### config.mk
export PLATFORM = sky130hd
export DESIGN_NAME = pipelined_mac_array
export DESIGN_NICKNAME = d
export VERILOG_FILES = /design/src/rtl/pipelined_mac_array.sv
export SDC_FILE = /design/constraint.sdc
export NUM_CORES = 2
export LEC_CHECK = 0
export ABC_AREA = 0
export ABC_CLOCK_PERIOD_IN_PS = 11200
export BUFFER_PORTS_ARGS = -buffer_cell sky130_fd_sc_hd__buf_2
export CAP_MARGIN = 10
export CORE_MARGIN = 4
export CORE_UTILIZATION = 57
export CTS_CLUSTER_DIAMETER = 150
export CTS_CLUSTER_SIZE = 30
export DETAILED_ROUTE_END_ITERATION = 16
export PLACE_DENSITY = 0.91
export SKIP_CTS_REPAIR_TIMING = 1
export SLEW_MARGIN = 0
export SYNTH_ARGS = -nofsm -noshare
export SYNTH_HDL_FRONTEND = slang
export SYNTH_SLANG_ARGS = --single-unit
### constraint.sdc
create_clock -name clk -period 11.2 [get_ports clk]
set_clock_uncertainty 0.15 [all_clocks]
set_input_delay 1.12 -clock clk [delete_from_list [all_inputs] [get_ports clk]]
set_output_delay 1.12 -clock clk [all_outputs]
set_load 0.01 [all_outputs]
### src/rtl/pipelined_mac_array.sv
// pipelined_mac_array: LANES-wide two-stage multiply-accumulate with valid/ready in/out streams.
// Build option MAC_SATURATE_EN: overflowing lane accumulators clamp instead of wrapping.
module pipelined_mac_array #(
  parameter int DATA_WIDTH = 8,
  parameter int LANES      = 4,
  parameter int ACC_WIDTH  = 32,
  parameter int CNT_WIDTH  = 16
) (
  input  logic                             clk,
  input  logic                             reset,
  input  logic                             in_valid,
  output logic                             in_ready,
  input  logic [LANES*DATA_WIDTH-1:0]      in_a,
  input  logic [LANES*DATA_WIDTH-1:0]      in_b,
  input  logic                             in_signed,
  input  logic                             in_first,
  input  logic                             in_last,
  output logic                             out_valid,
  input  logic                             out_ready,
  output logic [LANES*ACC_WIDTH-1:0]       out_acc,
  output logic [LANES-1:0]                 out_ovf,
  output logic [CNT_WIDTH-1:0]             out_count,
  output logic                             busy,
  output logic                             proto_err
);

  localparam int PW = 2 * DATA_WIDTH;
  localparam logic [CNT_WIDTH-1:0] CNT_ONE = {{(CNT_WIDTH-1){1'b0}}, 1'b1};
`ifdef MAC_SATURATE_EN
  localparam logic [ACC_WIDTH-1:0] ACC_MAX = {1'b0, {(ACC_WIDTH-1){1'b1}}};
  localparam logic [ACC_WIDTH-1:0] ACC_MIN = {1'b1, {(ACC_WIDTH-1){1'b0}}};
`endif

  typedef enum logic [0:0] {IDLE = 1'b0, OPEN = 1'b1} state_t;

  // Low PW bits of the product of extended operands are exact for both modes.
  function automatic logic [PW-1:0] mul_ext(input logic [DATA_WIDTH-1:0] a,
                                            input logic [DATA_WIDTH-1:0] b,
                                            input logic sgn);
    logic [PW-1:0] ea;
    logic [PW-1:0] eb;
    if (sgn) begin
      ea = PW'($signed(a));
      eb = PW'($signed(b));
    end else begin
      ea = PW'(a);
      eb = PW'(b);
    end
    return ea * eb;
  endfunction

  // Returns {ovf, acc} after one beat; a vector start loads and clears ovf.
  function automatic logic [ACC_WIDTH:0] lane_step(input logic [ACC_WIDTH-1:0] acc,
                                                   input logic [PW-1:0] p,
                                                   input logic sgn,
                                                   input logic start,
                                                   input logic ovf_in);
    logic [ACC_WIDTH-1:0] pe;
    logic [ACC_WIDTH-1:0] sum;
    logic                 add_ovf;
    logic [ACC_WIDTH:0]   res;
    if (sgn) begin
      pe = ACC_WIDTH'($signed(p));
    end else begin
      pe = ACC_WIDTH'(p);
    end
    sum     = acc + pe;
    add_ovf = (acc[ACC_WIDTH-1] == pe[ACC_WIDTH-1]) && (sum[ACC_WIDTH-1] != acc[ACC_WIDTH-1]);
    if (start) begin
      res = {1'b0, pe};
    end else if (add_ovf) begin
`ifdef MAC_SATURATE_EN
      res = {1'b1, (acc[ACC_WIDTH-1] ? ACC_MIN : ACC_MAX)};
`else
      res = {1'b1, sum};
`endif
    end else begin
      res = {ovf_in, sum};
    end
    return res;
  endfunction

  logic                       stall_s;
  logic                       accept_s;
  logic                       acc_en_s;
  logic                       start_s;
  logic                       p_valid_r;
  logic                       p_first_r;
  logic                       p_last_r;
  logic                       p_signed_r;
  logic [LANES*PW-1:0]        prod_s;
  logic [LANES*PW-1:0]        prod_r;
  logic [LANES*ACC_WIDTH-1:0] acc_r;
  logic [LANES*ACC_WIDTH-1:0] acc_nxt_s;
  logic [LANES-1:0]           ovf_r;
  logic [LANES-1:0]           ovf_nxt_s;
  logic [CNT_WIDTH-1:0]       cnt_r;
  logic [CNT_WIDTH-1:0]       cnt_nxt_s;
  state_t                     state_r;
  state_t                     state_nxt_s;

  assign stall_s  = out_valid & ~out_ready;
  assign in_ready = ~stall_s;
  assign accept_s = in_valid & in_ready;
  assign acc_en_s = p_valid_r & ~stall_s;
  // An explicit first, or any beat arriving with no vector open, starts a vector.
  assign start_s  = p_first_r | (state_r == IDLE);

  for (genvar g = 0; g < LANES; g++) begin : g_lane
    logic [ACC_WIDTH:0] step_s;
    assign prod_s[g*PW +: PW] = mul_ext(in_a[g*DATA_WIDTH +: DATA_WIDTH],
                                        in_b[g*DATA_WIDTH +: DATA_WIDTH], in_signed);
    assign step_s = lane_step(acc_r[g*ACC_WIDTH +: ACC_WIDTH], prod_r[g*PW +: PW],
                              p_signed_r, start_s, ovf_r[g]);
    assign acc_nxt_s[g*ACC_WIDTH +: ACC_WIDTH] = step_s[ACC_WIDTH-1:0];
    assign ovf_nxt_s[g] = step_s[ACC_WIDTH];
  end

  // Beat counter next value, saturating at all-ones.
  always_comb begin
    cnt_nxt_s = cnt_r;
    if (start_s) begin
      cnt_nxt_s = CNT_ONE;
    end else if (&cnt_r) begin
      cnt_nxt_s = cnt_r;
    end else begin
      cnt_nxt_s = cnt_r + CNT_ONE;
    end
  end

  // Stage 1: register products and beat tags.
  always_ff @(posedge clk or posedge reset) begin
    if (reset) begin
      p_valid_r  <= 1'b0;
      p_first_r  <= 1'b0;
      p_last_r   <= 1'b0;
      p_signed_r <= 1'b0;
      prod_r     <= '0;
    end else if (!stall_s) begin
      p_valid_r <= accept_s;
      if (accept_s) begin
        p_first_r  <= in_first;
        p_last_r   <= in_last;
        p_signed_r <= in_signed;
        prod_r     <= prod_s;
      end
    end
  end

  // Stage 2: accumulators, sticky ovf, beat counter, protocol error.
  always_ff @(posedge clk or posedge reset) begin
    if (reset) begin
      acc_r     <= '0;
      ovf_r     <= '0;
      cnt_r     <= '0;
      proto_err <= 1'b0;
    end else if (acc_en_s) begin
      acc_r <= acc_nxt_s;
      ovf_r <= ovf_nxt_s;
      cnt_r <= cnt_nxt_s;
      if (p_first_r && (state_r == OPEN)) begin
        proto_err <= 1'b1;
      end
    end
  end

  // Result register: a new result may replace one being consumed in the same cycle.
  always_ff @(posedge clk or posedge reset) begin
    if (reset) begin
      out_valid <= 1'b0;
      out_acc   <= '0;
      out_ovf   <= '0;
      out_count <= '0;
    end else if (acc_en_s && p_last_r) begin
      out_valid <= 1'b1;
      out_acc   <= acc_nxt_s;
      out_ovf   <= ovf_nxt_s;
      out_count <= cnt_nxt_s;
    end else if (out_ready) begin
      out_valid <= 1'b0;
    end
  end

  // Vector state register.
  always_ff @(posedge clk or posedge reset) begin
    if (reset) begin
      state_r <= IDLE;
    end else begin
      state_r <= state_nxt_s;
    end
  end

  // Vector state transitions on accumulated beats.
  always_comb begin
    state_nxt_s = state_r;
    case (state_r)
      IDLE: begin
        if (acc_en_s && !p_last_r) begin
          state_nxt_s = OPEN;
        end else begin
          state_nxt_s = IDLE;
        end
      end
      OPEN: begin
        if (acc_en_s && p_last_r) begin
          state_nxt_s = IDLE;
        end else begin
          state_nxt_s = OPEN;
        end
      end
      default: state_nxt_s = IDLE;
    endcase
  end

  // Busy decode from the vector state.
  always_comb begin
    busy = 1'b0;
    case (state_r)
      OPEN:    busy = 1'b1;
      IDLE:    busy = 1'b0;
      default: busy = 1'b0;
    endcase
  end

endmodule

==> flow_metrics.tcl <==
set metrics [dict create \
    status "complete, no violations" \
    cts_sinks 367 \
    synth_top_area_frac 0.260 \
    syn_nets 4721 \
    synth.avg_cell_area_um2 8.75 \
    clkSlewWorstSetupHoldPaths_ns 0.11 \
    tightest_slew_ns 1.08 \
    grt_pass1_wl_um 143000 \
    synth-compound-area-share 0.142 \
    async_flop_share 1.00 \
    die_w_um 257 \
    cp-start-kind "input pin" \
    cp_slowest_stage_delay_ns 0.63 \
    p_leak_nw 19.0 \
    root_buffer "clkbuf_16" \
    relSlewSlack 0.280 \
    dieArea_um2 65900 \
    start_util 0.580 \
    ir_worst_vdd_v 0.000163 \
    antenna_found_initial 2 \
    seq_area_um2 9180 \
    p_per_area_nw_per_um2 246 \
    detail-route-antenna-nets 0 \
    path_class "in2reg" \
    drt_wl_total_um 84700 \
    drt_pass1_iterations 7 \
    synth_mux_area_frac 0.0286 \
    wire_per_inst_um 17.2 \
    critPathMostFrequentCell "fa_1" \
    ios 223 \
    synth.distinct_cells 81 \
    numCtsBuffers 16 \
    drc 0 \
    synthMostInstantiatedCell "nand2_1" \
    worstSetupEndpointType "flop" \
    grt_max_degree 176 \
    h-tree-depth 1 \
    synth_simple_gate_area_frac 0.159 \
    period_share 0.585 \
    maxCapViolCount 0 \
    maxSlewViolCount 0 \
    ys_top_cells_by_count "nand2_1, inv_1, dfrtp_1" \
    finalSetupViolations 0 \
    synthAdderAreaFrac 0.279 \
    yosys_register_bits 367 \
    area_growth_pct 6.05 \
    fillCellCount 4959 \
    synth_top_cell_by_area "dfrtp_1" \
    path_max_fanout 32 \
    clk_path_buf_depth 3 \
    setup_tns_ns 0 \
    crit_family "adder cells" \
    seq_area_frac_synth 0.260 \
    ys_top_cells_by_area "dfrtp_1, fa_1, ha_1, nand2_1, inv_1" \
    syn-instance-count 4032 \
    cts_tree "yes" \
    crit_required_ns 11.43 \
    layout-drive-gt1-share 0.0832 \
    fp-row-count 90 \
    design.core.area_um2 60800 \
    io_buffers 222 \
    dp_hpwl_um 65600 \
    fmax_mhz 153 \
    fin_nets 4823 \
    die_y_um 257 \
    syn_area_um2 35300 \
    vias 28142 \
    cpMaxStageDelayCell "fa_1" \
    grt_use_total 0.258 \
    clk_latency_ns 0.54 \
    synthXorXnorAreaFrac 0.0597 \
    drtIter0Drc 1759 \
    vias_per_cell 5.72 \
    timing_hold_violations_final 0 \
    multi_input_area_um2 23600 \
    grt-ovfl-total 0 \
    yosysWarnings 0 \
    period_minus_slack_ns 6.56 \
    rsz0062_at_grt "false" \
    synth_top_family_by_area "adder cells" \
    synthFlopType "dfrtp_1" \
    cp.arrival_ns 6.79 \
    hp-class "in2async" \
    crit_chain "buf_2 > buf_4 > and2_1 > nand2_1 > fa_1 > fa_1 > inv_1 > fa_1 > inv_1 > fa_1 > inv_1 > fa_1 > inv_1 > fa_1 > inv_1 > ha_1 > nand2_1 > o21ai_0 > o41ai_1 > xnor2_1 > o21ai_0" \
    synth-edff-count 0 \
    grt_pass1_vias 28943 \
    finalWeightedCongestion 0.910 \
    critical_path_buf_inv_count 7 \
    p_total_mw 9.21 \
]
[placed cells by master, fill, tap and decap left out, drive strengths merged, types with 6 or more instances in the layout]
| cell | instances |
|---|---|
| a31oi | 32 |
| a21boi | 7 |
| o21bai | 31 |
| nand2b | 24 |
| fa | 278 |
| a21oi | 217 |
| nand4 | 6 |
| and3 | 45 |
| a211o | 6 |
| nand2 | 568 |
| o21ai | 332 |
| o21a | 38 |
| clkbuf | 17 |
| dfrtp | 367 |
| nand3 | 38 |
| o31ai | 17 |
| nor3 | 61 |
| nor2 | 176 |
| nor2b | 22 |
| a211oi | 15 |
| mux2i | 31 |
| xor2 | 71 |
| mux2 | 62 |
| ha | 340 |
| xnor2 | 167 |
| a31o | 6 |
| or3 | 17 |
| buf | 236 |
| o41ai | 9 |
| o211ai | 13 |
| and2 | 223 |
| a21o | 64 |
| inv | 519 |
| o31a | 6 |
[flip-flops by register name, indices dropped and copies added, names as in the netlist, named ones only]
signal and cells:
p_valid_r 1, out_acc 128, ovf_r 4, out_count 16, cnt_r 16, p_first_r 1, p_last_r 1, acc_r 128
proto_err 1, out_valid 1, out_ovf 4, prod_r 64, p_signed_r 1
[worst register-to-register path, cell delays in order (launching register included)]
cell,delay (ns)
dfrtp_1,0.64
nand2_1,0.19
inv_1,0.54
ha_1,0.37
and4_1,0.30
nand3_1,0.12
nor2_1,0.19
a21boi_0,0.50
o211ai_1,0.21
a21oi_1,0.22
o211ai_1,0.21
nand2_1,0.17
mux2_2,0.34
o311ai_0,0.09
[metrics by stage]
stage	setup slack, ns	hold WS (ns)	util	instances	cell area (µm²)
2_1_floorplan	4.82	0.292	-	4032	35300
3_3_place_gp	4.36	0.305	0.608	4898	37000
3_5_place_dp	4.19	0.307	0.608	4898	37000
4_1_cts	4.73	0.286	0.615	4916	37400
5_1_grt	4.30	0.286	0.615	4918	37400
6_report	4.64	0.308	0.615	4918	37400
[cell families (layout without fill, tap and decap cells)]
logic type                 after synthesis  in the layout
xor gates and xnor gates               239            239
DFF                                    367            367
adders and majority gates              619            619
and+or+nand+nor                       1204           1204
buffers and inverters                  672            774
other                                    0              2
muxes                                   93             93
AOI/OAI and AO/OA                      838            838
[final timing paths]
path | from | to | slack [ns] | cells past startpoint
min in group clk | out_count[15]$_DFFE_PP0P_ | out_count[15]$_DFFE_PP0P_ | 0.33 | 2
max in group asynchronous | reset | out_acc[38]$_DFFE_PP0P_ | 8.22 | 5
worst min register to register | out_count[15]$_DFFE_PP0P_ | out_count[15]$_DFFE_PP0P_ | 0.33 | 2
worst max register to register | p_signed_r$_DFFE_PP0P_ | acc_r[31]$_DFFE_PP0P_ | 6.86 | 13
worst min-delay path | reset | out_acc[105]$_DFFE_PP0P_ | 0.31 | 2
worst max-delay path | in_signed | prod_r[63]$_DFFE_PP0P_ | 4.64 | 21
[final cells by class]
cell class,count,share of cell area
Multi-Input combinational cell,2993,0.631
Inverter,520,0.0523
Clock buffer,17,0.0114
Antenna cell,2,0.000134
Clock inverter,1,0.000803
Timing Repair Buffer,236,0.0328
Tap cell,782,0.0262
Sequential cell,367,0.245
[routing by layer]
metal	share of wire	track usage
met5	0	0
met4	0.026	0.0694
met3	0.066	0.0420
met2	0.47	0.429
met1	0.44	0.353
[report_power, final]
| group | switching, mW | internal [mW] | leakage [nW] |
|---|---|---|---|
| sequential | 0.414 | 1.86 | 4.68 |
| combinational | 3.62 | 2.60 | 14.1 |
| clock | 0.433 | 0.281 | 0.221 |
| total | 4.46 | 4.74 | 19.0 |
(Power assumes the default switching activity.)
